$ cat src/rtl/shape_renderer.sv
// shape_renderer: plots a SHAPE_W x SHAPE_H solid block into a 160x120 VGA adapter
// whenever the toggle-coded pulse input changes level. One pixel is written per clock,
// raster order with the column index running fastest. Pixels that fall off-screen are
// suppressed, but the counters still step through them, so every phase has a fixed length.
// Optional feature: define RENDER_ERASE_EN to first repaint the previous shape position in
// BG_COLOUR before each redraw. With it undefined, old shapes are left on screen as trails.
module shape_renderer #(
    parameter int unsigned SHAPE_W   = 4,
    parameter int unsigned SHAPE_H   = 4,
    parameter logic [2:0]  BG_COLOUR = 3'b000
) (
    input  logic       clk,
    input  logic       resetn,
    input  logic       pulse,
    input  logic [7:0] x_in,
    input  logic [6:0] y_in,
    input  logic [2:0] colour_in,
    output logic [7:0] x,
    output logic [6:0] y,
    output logic [2:0] colour,
    output logic       plot,
    output logic       busy
);

    localparam logic [4:0] ColLast = 5'(SHAPE_W - 1);
    localparam logic [4:0] RowLast = 5'(SHAPE_H - 1);

    typedef enum logic [2:0] {StIdle, StErase, StLatch, StDraw, StDone} state_e;

    state_e     state_q, state_d;
    logic [1:0] sync_q, sync_d;
    logic       sync_dly_q, sync_dly_d;
    logic       req_q, req_d;
    logic       pending_q, pending_d;
    logic       old_valid_q, old_valid_d;
    logic [7:0] old_x_q, old_x_d;
    logic [6:0] old_y_q, old_y_d;
    logic [2:0] cur_colour_q, cur_colour_d;
    logic [4:0] col_q, col_d;
    logic [4:0] row_q, row_d;
    logic [7:0] x_q, x_d;
    logic [6:0] y_q, y_d;
    logic [2:0] colour_q, colour_d;
    logic       plot_q, plot_d;

    logic [8:0] pix_x;
    logic [7:0] pix_y;
    logic       pix_visible;
    logic       last_pixel;
    state_e     start_state;

    // Both ERASE and DRAW walk the block at old_x/old_y; LATCH has already moved it for DRAW.
    assign pix_x       = {1'b0, old_x_q} + {4'b0, col_q};
    assign pix_y       = {1'b0, old_y_q} + {3'b0, row_q};
    assign pix_visible = (pix_x <= 9'd159) && (pix_y <= 8'd119);
    assign last_pixel  = (col_q == ColLast) && (row_q == RowLast);

`ifdef RENDER_ERASE_EN
    // Nothing to erase until a shape has been drawn since reset.
    assign start_state = old_valid_q ? StErase : StLatch;
`else
    assign start_state = StLatch;
    logic unused_old_valid;
    assign unused_old_valid = old_valid_q;
`endif

    // Next-state: request detection, pending tracking, FSM and pixel generation.
    always_comb begin
        sync_d       = {sync_q[0], pulse};
        sync_dly_d   = sync_q[1];
        req_d        = sync_q[1] ^ sync_dly_q;
        state_d      = state_q;
        pending_d    = pending_q;
        old_valid_d  = old_valid_q;
        old_x_d      = old_x_q;
        old_y_d      = old_y_q;
        cur_colour_d = cur_colour_q;
        col_d        = col_q;
        row_d        = row_q;
        x_d          = x_q;
        y_d          = y_q;
        colour_d     = colour_q;
        plot_d       = 1'b0;

        // One-deep request buffer while busy; extra requests are dropped.
        if (state_q != StIdle && req_q && !pending_q) begin
            pending_d = 1'b1;
        end

        if (state_q == StErase || state_q == StDraw) begin
            if (pix_visible) begin
                plot_d   = 1'b1;
                x_d      = pix_x[7:0];
                y_d      = pix_y[6:0];
                colour_d = (state_q == StErase) ? BG_COLOUR : cur_colour_q;
            end
            if (col_q == ColLast) begin
                col_d = '0;
                row_d = (row_q == RowLast) ? 5'd0 : row_q + 5'd1;
            end else begin
                col_d = col_q + 5'd1;
            end
        end

        unique case (state_q)
            StIdle: begin
                if (req_q) begin
                    state_d = start_state;
                end
            end
            StErase: begin
                if (last_pixel) begin
                    state_d = StLatch;
                end
            end
            StLatch: begin
                old_x_d      = x_in;
                old_y_d      = y_in;
                cur_colour_d = colour_in;
                old_valid_d  = 1'b1;
                state_d      = StDraw;
            end
            StDraw: begin
                if (last_pixel) begin
                    state_d = StDone;
                end
            end
            StDone: begin
                // A request landing in this very cycle counts as pending.
                state_d   = (pending_q || req_q) ? start_state : StIdle;
                pending_d = 1'b0;
            end
            default: state_d = StIdle;
        endcase
    end

    // State and registered outputs, asynchronously cleared.
    always_ff @(posedge clk or negedge resetn) begin
        if (!resetn) begin
            state_q      <= StIdle;
            sync_q       <= '0;
            sync_dly_q   <= 1'b0;
            req_q        <= 1'b0;
            pending_q    <= 1'b0;
            old_valid_q  <= 1'b0;
            old_x_q      <= '0;
            old_y_q      <= '0;
            cur_colour_q <= '0;
            col_q        <= '0;
            row_q        <= '0;
            x_q          <= '0;
            y_q          <= '0;
            colour_q     <= '0;
            plot_q       <= 1'b0;
        end else begin
            state_q      <= state_d;
            sync_q       <= sync_d;
            sync_dly_q   <= sync_dly_d;
            req_q        <= req_d;
            pending_q    <= pending_d;
            old_valid_q  <= old_valid_d;
            old_x_q      <= old_x_d;
            old_y_q      <= old_y_d;
            cur_colour_q <= cur_colour_d;
            col_q        <= col_d;
            row_q        <= row_d;
            x_q          <= x_d;
            y_q          <= y_d;
            colour_q     <= colour_d;
            plot_q       <= plot_d;
        end
    end

    assign x      = x_q;
    assign y      = y_q;
    assign colour = colour_q;
    assign plot   = plot_q;
    assign busy   = (state_q != StIdle);

endmodule

$ cat config.mk
export PLATFORM = sky130hd
export DESIGN_NAME = shape_renderer
export DESIGN_NICKNAME = d
export VERILOG_FILES = /design/src/rtl/shape_renderer.sv
export SDC_FILE = /design/constraint.sdc
export NUM_CORES = 1
export LEC_CHECK = 0
export CORE_UTILIZATION = 25
export CTS_CLUSTER_DIAMETER = 200
export DETAILED_ROUTE_END_ITERATION = 10
export PLACE_DENSITY = 0.47
export SLEW_MARGIN = 0
export SYNTH_ARGS = -nofsm -noshare
export SYNTH_HDL_FRONTEND = slang
export SYNTH_SLANG_ARGS = --single-unit
$ cat constraint.sdc
create_clock -name clk -period 6.86 [get_ports clk]
set_input_delay 1.372 -clock clk [delete_from_list [all_inputs] [get_ports clk]]
set_output_delay 1.372 -clock clk [all_outputs]
set_load 0.02 [all_outputs]
==> results by group, run 1 <==
Status
  – Result of the run: complete, no violations

Synth
  – Post-synthesis cell type with the largest combined area: sky130_fd_sc_hd__dfrtp_1
  – Synth Cell Area: 2760 um^2
  – Number of flip-flops and latches in the synthesized netlist: 55
  – Count of cell types in the netlist: between 40 and 50
  – Syn avg cell area: ~12 um^2
  – Most frequently used flop master after synthesis: sky130_fd_sc_hd__dfrtp_1
  – Portion of the post-synthesis area used by sequential elements: 0.500
  – Top area cells in the synthesized netlist: sky130_fd_sc_hd__dfrtp_1 50%, sky130_fd_sc_hd__mux2_2 11%, sky130_fd_sc_hd__ha_1 5.4%, sky130_fd_sc_hd__mux2_4 2.7%, sky130_fd_sc_hd__xnor2_1 2.5%
  – Area share of the leading cell type in the synthesized netlist: 0.500
  – Most instantiated library cell after synthesis: sky130_fd_sc_hd__dfrtp_1
  – Top cell types by occurrence after synthesis: 55 x sky130_fd_sc_hd__dfrtp_1, 26 x sky130_fd_sc_hd__mux2_2, 12 x sky130_fd_sc_hd__ha_1, 12 x sky130_fd_sc_hd__nor2_1
  – Async set or reset register ratio after synthesis: 1.00
  – Mapped Nets: 259
  – Post-synth EDFFs: 0
  – Synth warnings: 0
  – Number of instances in the synthesized netlist: 224

Detailed routing
  – Number of optimization iterations in the first detailed-route pass: 4
  – DRC errors left: 0
  – Drt initial violations: 87
  – Via/cell ratio: 4.47
  – Post-DRT Antenna Nets: 0
  – Vias post-DR: 1809
  – Routed len/inst: 13.5 um
  – Total routed wirelength: 5.48 mm

Setup path
  – Instance count on the critical path: 2
  – Highest cell delay on the worst timing path: 0.55 ns
  – FF-to-FF End: y[6]
  – Worst Reg-to-Reg Cells: 8
  – Crit path max fanout: 8
  – Critical path class: register to output pin
  – Startpoint of the worst setup timing path: state_q[1]
  – Largest delay share family, worst path: buffers and inverters
  – R2R Setup Slk: 3.86 ns
  – Cell with the largest stage delay on the worst path: sky130_fd_sc_hd__clkdlybuf4s50_1
  – Number of buffers and inverters on the critical path: 1
  – Launching point of the worst reg2reg path: col_q[0]
  – Data required time at the worst endpoint: 5.49 ns
  – CP endpoint: busy
  – CP startpoint kind: register
  – Critical path capture point type: output pin
  – Worst-path cell chain: or3_1 > clkdlybuf4s50_1
  – Critical path arrival: 1.70 ns

Clock network
  – Post-cts resize count: 0
  – Clock transition at the registers of the reported paths: 0.10 ns
  – Number of CTS-inserted buffers: 5
  – CTS tree: built
  – Post-CTS setup repair buffer count: 0
  – Count of clock tree sinks: 55
  – CTS root buffer: sky130_fd_sc_hd__clkbuf_8
  – Count of hold-fix buffers inserted at cts: 0
  – Clock Tree Buf Depth: 2
  – Depth of the CTS H-tree: 2
  – Clock latency at the later pin of the worst-skew pair: 0.30 ns

Floorplan
  – Core footprint: 10500 um^2
  – Die Area: about 11000 um^2
  – Die width: 107 um
  – Standard-cell row count: 37
  – Initial cell density of the core: 0.262
  – I/O pin total: 41
  – Die Span Y: 107 um

Timing
  – Final TNS setup: 0 ns
  – Tcrit/Tclk final: 0.449
  – Setup repair after global routing missed its margin: false
  – Final number of max-transition violations: 0
  – Worst-margin pin slew: ~0.78 ns
  – Highest attainable clock frequency: 325 MHz
  – Number of failing setup endpoints in the final timing report: 0
  – Final hold violations: 0
  – Time the final worst path needs with I/O delays and setup: 3.08 ns
  – Clock tree skew after final layout: about 0.0066 ns
  – Relative slew margins: 0.477
  – Post-route setup slack: 3.78 ns

Finish
  – Synth-to-Final Area Change: 24.8%
  – Net count of the finished layout: between 300 and 400
  – Inserted Diodes: 0
  – Design area: roughly 3400 um^2
  – Ratio of cells with drive above 1 in the final layout: 0.190

GRT
  – Largest net degree at the start of global routing: 56
  – Final global-route overflow total: 0
  – Antenna violations before repair: 0
  – First-pass GRT wire length: 9.24 mm
  – Total global-route track usage: 0.103
  – Number of global-route vias before repair: 1846

Placed design
  – Port bufs: 40
  – Area after detailed placement: roughly 3300 um^2
  – Dpl ws: 3.87 ns
  – Routability-driven placement congestion ratio: 0.728
  – Detailed Place HPWL: approximately 3.9 mm

Power
  – Worst IR Drop VDD: ~0.17 mV
  – Leak: 0.00146 uW
  – Total Power: 1750 uW
  – Power density over cell area: 509 nW/um^2

Min path
  – Type of the worst min-delay path: register to register

Job
  – # Max-Cap Violations: 0
==> metal layers <==
layer  part of all wire  global-route usage
met3              0.038              0.0195
met5                  0                   0
met4              0.010              0.0294
met2               0.45               0.161
met1               0.50               0.145
==> logic make-up after synthesis <==
| group | synth area share |
|---|---|
| xor+xnor | 0.0477 |
| compound gates | 0.103 |
| mux | 0.148 |
| flops | 0.500 |
| fa+ha+maj | 0.0690 |
| buf+inv | 0.0245 |
| simple gates | 0.108 |
==> final cells by class <==
class | instances | area [um^2]
multi-input combinational | 155 | 1310
tap | 136 | 170
sequential | 55 | 1380
fill | 1057 | 7070
clock buffer | 5 | 68.8
timing repair buffer | 42 | 410
clock inverter | 3 | 67.6
inverter | 9 | 33.8
==> worst reg2reg max path, delay by kind of cell, from the launching register on <==
family                     cells  cell delay, ns
AOI/OAI and AO/OA              4            0.96
adders and majority gates      2            0.66
DFF                            1            0.43
muxes                          1            0.43
and+or+nand+nor                1            0.41
==> per-stage QoR <==
step                      std cells   util  hold WS [ns]
after floorplan                 224      -         0.331
after global placement          397  0.314         0.339
after detailed placement        397  0.314         0.341
after CTS                       405  0.327         0.366
after global routing            405  0.327         0.370
final                           405  0.327         0.360
==> registers in the layout, summed over array words and instances (netlist names) <==
signal,cells
row_q,5
req_q,1
col_q,5
plot,1
cur_colour_q,3
sync_q,2
old_x_q,8
sync_dly_q,1
colour,3
y,7
x,8
old_y_q,7
state_q,3
pending_q,1
==> power breakdown <==
| group | internal, uW | switching (uW) | total, uW |
|---|---|---|---|
| Sequential | 471 | 129 | 600 |
| Combinational | 478 | 417 | 895 |
| Clock | 146 | 110 | 256 |
| Total | 1090 | 657 | 1750 |
==> worst min-delay path by stage <==
stage / startpoint / to / cells past startpoint / slack, ns
finish: sync_q[0] / sync_q[1] / 0 / 0.36
global route: sync_q[0] / sync_q[1] / 0 / 0.37
CTS: sync_q[0] / sync_q[1] / 0 / 0.37
detailed placement: sync_q[0] / sync_q[1] / 0 / 0.34
global placement: sync_q[0] / sync_q[1] / 0 / 0.34
floorplan: sync_q[0] / sync_q[1] / 0 / 0.33
==> cell usage in the layout, fill, tap and decap left out, types with 2 or more instances in the layout <==
| master | netlist | routed |
|---|---|---|
| sky130_fd_sc_hd__nor2_1 | 12 | 12 |
| sky130_fd_sc_hd__a21oi_1 | 7 | 7 |
| sky130_fd_sc_hd__xor2_1 | 7 | 7 |
| sky130_fd_sc_hd__mux2_4 | 5 | 5 |
| sky130_fd_sc_hd__xnor2_1 | 8 | 8 |
| sky130_fd_sc_hd__o21ai_0 | 11 | 11 |
| sky130_fd_sc_hd__bufinv_16 | 0 | 2 |
| sky130_fd_sc_hd__nor2b_1 | 2 | 2 |
| sky130_fd_sc_hd__a211oi_1 | 3 | 3 |
| sky130_fd_sc_hd__clkbuf_8 | 0 | 5 |
| sky130_fd_sc_hd__or4b_2 | 2 | 2 |
| sky130_fd_sc_hd__nand4_1 | 6 | 6 |
| sky130_fd_sc_hd__mux2i_1 | 4 | 4 |
| sky130_fd_sc_hd__clkdlybuf4s50_1 | 0 | 39 |
| sky130_fd_sc_hd__ha_1 | 12 | 12 |
| sky130_fd_sc_hd__nand3_1 | 8 | 8 |
| sky130_fd_sc_hd__inv_1 | 9 | 9 |
| sky130_fd_sc_hd__buf_4 | 0 | 2 |
| sky130_fd_sc_hd__a21o_1 | 4 | 4 |
| sky130_fd_sc_hd__fa_1 | 2 | 2 |
| sky130_fd_sc_hd__nor3b_1 | 2 | 2 |
| sky130_fd_sc_hd__dfrtp_1 | 55 | 55 |
| sky130_fd_sc_hd__nand2_1 | 11 | 11 |
| sky130_fd_sc_hd__mux2_2 | 26 | 26 |
| sky130_fd_sc_hd__o22ai_1 | 2 | 2 |
Note: power is estimated with default switching activity, not from simulation.
==> run 2, diff against run 1 <==
Clock period 6.86 ns to 3.1 ns, I/O delays scaled along.
==> results by group, run 2 (synthesis gave the netlist of run 1 again) <==
Status
  – Result of the run: complete, no violations (unchanged)

Placed design
  – Detailed Place HPWL: 4.16 mm (was 3.95 mm)
  – Area after detailed placement: 3320 um^2 (was 3300 um^2)
  – Routability-driven placement congestion ratio: 0.722 (was 0.728)
  – Port bufs: 40 (unchanged)
  – Dpl ws: 0.0746 ns (was 3.87 ns)
  – Dpl cells: 400 (was 397)

Detailed routing
  – Vias post-DR: 1841 (was 1809)
  – Drt initial violations: 71 (was 87)
  – Via/cell ratio: 4.50 (was 4.47)
  – Number of optimization iterations in the first detailed-route pass: 4 (unchanged)
  – Total routed wirelength: 5.63 mm (was 5.48 mm)
  – Post-DRT Antenna Nets: 0 (unchanged)
  – Routed len/inst: 13.8 um (was 13.5 um)
  – DRC errors left: 0 (unchanged)

Power
  – Power density over cell area: 1140 nW/um^2 (was 509 nW/um^2)
  – Leak: 0.00149 uW (was 0.00146 uW)
  – Worst IR Drop VDD: 0.455 mV (was 0.167 mV)

Finish
  – Layout filler cell count: 1059 (was 1057)
  – Ratio of cells with drive above 1 in the final layout: 0.201 (was 0.190)
  – Total area of multi-input combinational cells: 1310 um^2 (unchanged)
  – Final core occ: 0.331 (was 0.327)
  – Synth-to-Final Area Change: 26.3% (was 24.8%)
  – Leading cell type in the layout, fill and taps excluded: sky130_fd_sc_hd__dfrtp_1 (unchanged)
  – Number of standard cells in the layout, taps in and fillers out: 409 (was 405)
  – Design area: 3480 um^2 (was 3440 um^2)
  – Net count of the finished layout: 307 (was 303)
  – Sequential standard cell area: 1380 um^2 (unchanged)
  – Inserted Diodes: 0 (unchanged)
  – Highest-count cells in the layout ignoring fill and taps: 55 x sky130_fd_sc_hd__dfrtp_1, 39 x sky130_fd_sc_hd__clkdlybuf4s50_1, 26 x sky130_fd_sc_hd__mux2_2, 12 x sky130_fd_sc_hd__nor2_1, 12 x sky130_fd_sc_hd__ha_1 (unchanged)

Setup path
  – Worst Reg-to-Reg Cells: 9 (was 8)
  – Critical path class: register to register (was register to output pin)
  – FF-to-FF End: x[4] (was y[6])
  – Crit path max fanout: 18 (was 8)
  – Highest cell delay on the worst timing path: 0.43 ns (was 0.55 ns)
  – Data required time at the worst endpoint: 3.30 ns (was 5.49 ns)
  – CP startpoint kind: register (unchanged)
  – Launching point of the worst reg2reg path: col_q[0] (unchanged)
  – R2R Setup Slk: 0.26 ns (was 3.86 ns)
  – Cell with the largest stage delay on the worst path: sky130_fd_sc_hd__dfrtp_1 (was sky130_fd_sc_hd__clkdlybuf4s50_1)
  – Critical path arrival: 3.04 ns (was 1.70 ns)
  – Critical path capture point type: register (was output pin)
  – Worst-path cell chain: ha_1 > fa_1 > a211oi_1 > nor2_1 > o2111a_1 > a311oi_4 > nand4_4 > buf_12 > mux2_4 (was or3_1 > clkdlybuf4s50_1)

Floorplan
  – Die width: 107 um (unchanged)
  – I/O pin total: 41 (unchanged)
  – Standard-cell row count: 37 (unchanged)
  – Initial cell density of the core: 0.262 (unchanged)
  – Core footprint: 10500 um^2 (unchanged)
  – Die Span Y: 107 um (unchanged)
  – Die Area: 11400 um^2 (unchanged)

Clock network
  – Clock Tree Buf Depth: 2 (unchanged)
  – Count of clock tree sinks: 55 (unchanged)
  – Depth of the CTS H-tree: 2 (unchanged)
  – Post-cts resize count: 0 (unchanged)
  – Clock transition at the registers of the reported paths: 0.11 ns (was 0.10 ns)
  – Clock latency at the later pin of the worst-skew pair: 0.31 ns (was 0.30 ns)
  – CTS root buffer: sky130_fd_sc_hd__clkbuf_8 (unchanged)
  – CTS tree: built (unchanged)
  – Number of CTS-inserted buffers: 5 (unchanged)

Timing
  – Setup repair after global routing missed its margin: false (unchanged)
  – Clock tree skew after final layout: 0.0132 ns (was 0.00657 ns)
  – Post-route setup slack: 0.261 ns (was 3.78 ns)
  – Highest attainable clock frequency: around 350 MHz
  – Final TNS setup: 0 ns (unchanged)
  – Worst-margin pin slew: 0.380 ns (was 0.781 ns)
  – Final hold violations: 0 (unchanged)
  – Number of failing setup endpoints in the final timing report: 0 (unchanged)
  – Final number of max-transition violations: 0 (unchanged)
  – Time the final worst path needs with I/O delays and setup: 2.84 ns
  – Relative slew margins: 0.743 (was 0.477)
  – Tcrit/Tclk final: 0.916

GRT
  – Total global-route track usage: 0.108 (was 0.103)
  – First-pass GRT wire length: 9.68 mm (was 9.24 mm)
  – Number of global-route vias before repair: 1904 (was 1846)
  – Final global-route overflow total: 0 (unchanged)
  – Antenna violations before repair: 0 (unchanged)
  – Largest net degree at the start of global routing: 25 (was 56)

Min path
  – Type of the worst min-delay path: primary input to asynchronous set/reset pin (was register to register)

Job
  – # Max-Cap Violations: 0 (unchanged)
## run 2: changes by cell type in the layout (fill, tap and decap cells not counted), sizes merged
cell  previous run  this run
buf              3         7
## run 2: layer usage
metal / routed length [um] / vias up / global-route usage
li1: - / 905 / -
met2: 2590 / 39 / 0.168
met3: 211 / 5 / 0.0231
met5: 0 / - / 0
met1: 2790 / 892 / 0.152
met4: 45 / 0 / 0.0274
## run 2: timing repair
action	4_1_cts	5_1_grt
hold buffers	0	0
setup buffers	0	1
endpoints found under the setup margin	0	16
## run 2: area by class of cell
class | count | share of cell area
inverters | 9 | 0.00971
clock buffers | 5 | 0.0198
well taps | 136 | 0.0489
flip-flops and latches | 55 | 0.395
repair buffers | 46 | 0.130
clock inverters | 3 | 0.0194
multi-input cells | 155 | 0.377
## run 2: worst max-delay path by stage
stage	from	endpoint	cells past startpoint
after floorplan	col_q[0]	x[4]	9
after global placement	col_q[0]	x[4]	8
after detailed placement	col_q[0]	colour[0]	9
after CTS	col_q[0]	x[4]	8
after global routing	col_q[0]	x[6]	9
final	col_q[0]	x[4]	9
## run 2: worst max-delay path: cells and delay by family, from the launching register on
kind	cells	cell delay [ns]
buf+inv	1	0.20
compound gates	3	0.90
flops	1	0.43
simple gates	2	0.25
mux	1	0.29
fa+ha+maj	2	0.65
## run 2: where the power goes
group          internal, uW  switching (uW)  total (uW)
combinational          1130             948        2080
sequential             1040             283        1320
clock                   322             246         568
## run 2: stage by stage
stage          power (uW)  hold slack [ns]
2_1_floorplan        2760            0.324
3_3_place_gp         3380            0.333
3_5_place_dp         3390            0.340
4_1_cts              3970            0.226
5_1_grt              4290            0.233
6_report             3970            0.206
==> run 3, diff against run 2 <==
Settings changed: PLACE_DENSITY 0.47 to 0.49.
Clock period 3.1 ns to 2.3 ns, I/O delays scaled along.
==> results by group, run 3 (synthesis gave the netlist of run 1 again) <==
Floorplan
  – Initial cell density of the core: 0.262 (unchanged)
  – I/O pin total: 41 (unchanged)
  – Die width: 107 um (unchanged)
  – Die Span Y: 107 um (unchanged)
  – Die Area: 11400 um^2 (unchanged)
  – Core footprint: 10500 um^2 (unchanged)
  – Standard-cell row count: 37 (unchanged)

Clock network
  – CTS tree: built (unchanged)
  – Clock transition at the registers of the reported paths: 0.11 ns (about the same)
  – Count of hold-fix buffers inserted at cts: 0 (unchanged)
  – Clock Tree Buf Depth: 2 (unchanged)
  – Count of clock tree sinks: 55 (unchanged)
  – Number of CTS-inserted buffers: 5 (unchanged)
  – Clock latency at the later pin of the worst-skew pair: 0.31 ns (about the same)
  – Depth of the CTS H-tree: 2 (unchanged)
  – CTS root buffer: sky130_fd_sc_hd__clkbuf_8 (unchanged)

Setup path
  – Critical path capture point type: register (unchanged)
  – Data required time at the worst endpoint: 2.50 ns (was 3.30 ns)
  – Crit path max fanout: 13 (was 18)
  – CP startpoint kind: register (unchanged)
  – Critical path class: register to register (unchanged)
  – Critical path arrival: 2.77 ns (was 3.04 ns)

Timing
  – Final hold violations: 0 (unchanged)
  – Time the final worst path needs with I/O delays and setup: 2.57 ns (was 2.84 ns)
  – Worst-margin pin slew: 0.390 ns (was 0.380 ns)
  – Number of failing setup endpoints in the final timing report: 18 (was 0)
  – Clock tree skew after final layout: 0.00759 ns (was 0.0132 ns)
  – Highest attainable clock frequency: 389 MHz (was 352 MHz)
  – Tcrit/Tclk final: 1.12 (was 0.916)
  – Relative slew margins: 0.739 (was 0.743)
  – Post-route setup slack: -0.271 ns (was 0.261 ns)
  – Setup repair after global routing missed its margin: true (was false)
  – Final number of max-transition violations: 0 (unchanged)

Placed design
  – Port bufs: 40 (unchanged)
  – Dpl ws: -0.278 ns (was 0.0746 ns)
  – Detailed Place HPWL: 4.18 mm (was 4.16 mm)
  – Routability-driven placement congestion ratio: 0.723 (was 0.722)

Power
  – Power density over cell area: 1490 nW/um^2 (was 1140 nW/um^2)
  – Worst IR Drop VDD: 0.460 mV (was 0.455 mV)
  – Leak: 0.00164 uW (was 0.00149 uW)
  – Total Power: 5520 uW (was 3970 uW)

GRT
  – Final global-route overflow total: 0 (unchanged)
  – Total global-route track usage: 0.105 (was 0.108)
  – Number of global-route vias before repair: 1940 (was 1904)
  – Largest net degree at the start of global routing: 56 (was 25)
  – Met3 routing resource usage after global routing: 0.0249 (was 0.0231)
  – Antenna violations before repair: 0 (unchanged)
  – Routing usage on met2: 0.161 (was 0.168)
  – Most used routing layer: met2 (unchanged)
  – Routing usage on met1: 0.146 (was 0.152)
  – First-pass GRT wire length: 9.36 mm (was 9.68 mm)

Finish
  – Inserted Diodes: 0 (unchanged)
  – Synth-to-Final Area Change: 34.8% (was 26.3%)
  – Layout filler cell count: 1055 (was 1059)
  – Net count of the finished layout: 340 (was 307)
  – Highest-count cells in the layout ignoring fill and taps: 55 x sky130_fd_sc_hd__dfrtp_1, 39 x sky130_fd_sc_hd__clkdlybuf4s50_1, 37 x sky130_fd_sc_hd__buf_4, 26 x sky130_fd_sc_hd__mux2_2, 12 x sky130_fd_sc_hd__nor2_1 (was 55 x sky130_fd_sc_hd__dfrtp_1, 39 x sky130_fd_sc_hd__clkdlybuf4s50_1, 26 x sky130_fd_sc_hd__mux2_2, 12 x sky130_fd_sc_hd__nor2_1, 12 x sky130_fd_sc_hd__ha_1)
  – Leading cell type in the layout, fill and taps excluded: sky130_fd_sc_hd__dfrtp_1 (unchanged)
  – Final core occ: 0.353 (was 0.331)
  – Ratio of cells with drive above 1 in the final layout: 0.301 (was 0.201)

Detailed routing
  – Drt initial violations: 46 (was 71)
  – Total routed wirelength: 5.59 mm (was 5.63 mm)
  – Routed len/inst: 12.6 um (was 13.8 um)
  – Post-DRT Antenna Nets: 0 (unchanged)
  – Via/cell ratio: 4.34 (was 4.50)
  – Vias post-DR: 1920 (was 1841)
  – DRC errors left: 0 (unchanged)
  – Number of optimization iterations in the first detailed-route pass: 4 (unchanged)

Status
  – Result of the run: complete, but fails checks (was complete, no violations)
  – Violated checks: negative setup slack

Min path
  – Type of the worst min-delay path: primary input to asynchronous set/reset pin (unchanged)

Job
  – # Max-Cap Violations: 0 (unchanged)
## run 3: area by class of cell
type	instances	area, um^2	area share
clock buffers	5	68.8	0.0185
multi-input cells	155	1330	0.358
flip-flops and latches	55	1380	0.371
well taps	136	170	0.0458
repair buffers	79	713	0.192
inverters	9	33.8	0.00910
clock inverters	3	22.5	0.00606
## run 3: path summary, 6_finish.rpt
check,depth (start not counted),slack [ns],endpoint,start
setup / recovery,9,-0.27,x[4],old_x_q[0]
hold / removal,2,0.13,sync_q[0],resetn
setup reg to reg,9,-0.27,x[4],old_x_q[0]
hold reg to reg,0,0.36,sync_q[1],sync_q[0]
max in group asynchronous,2,1.93,x[5],resetn
min in group clk,0,0.36,sync_q[1],sync_q[0]
## run 3: worst max-delay path: stages, from the launching register on
cell,delay [ns]
sky130_fd_sc_hd__dfrtp_1,0.41
sky130_fd_sc_hd__ha_2,0.20
sky130_fd_sc_hd__fa_2,0.37
sky130_fd_sc_hd__a211oi_2,0.22
sky130_fd_sc_hd__nor2_1,0.09
sky130_fd_sc_hd__o2111a_1,0.27
sky130_fd_sc_hd__a311oi_4,0.27
sky130_fd_sc_hd__nand4_4,0.15
sky130_fd_sc_hd__buf_12,0.19
sky130_fd_sc_hd__mux2_4,0.29
## run 3: what timing repair did
item,4_1_cts,5_1_grt
buffers inserted,1,0
gates resized for setup,0,0
setup endpoints to repair,19,19
## run 3: per-layer routing
layer  part of all wire  vias up
li1                   -      975
met4              0.010        0
met2               0.46       29
met1               0.49      912
met3              0.037        4
met5                  0        -
## run 3: stage by stage
stage | TNS [ns] | std cells | instance area [um^2] | hold WS (ns)
6_report | -4.31 | 442 | 3710 | 0.127
5_1_grt | -6.26 | 442 | 3710 | 0.131
4_1_cts | -4.86 | 442 | 3710 | 0.130
3_5_place_dp | -4.46 | 433 | 3610 | 0.343
3_3_place_gp | -4.51 | 433 | 3610 | 0.336
2_1_floorplan | -2.55 | 224 | 2780 | 0.164
## run 3: report_power, final
part	switching, uW	leakage [uW]	internal (uW)
Sequential	336	0.000660	1400
Clock	337	0.0000489	221
Combinational	1380	0.000932	1840
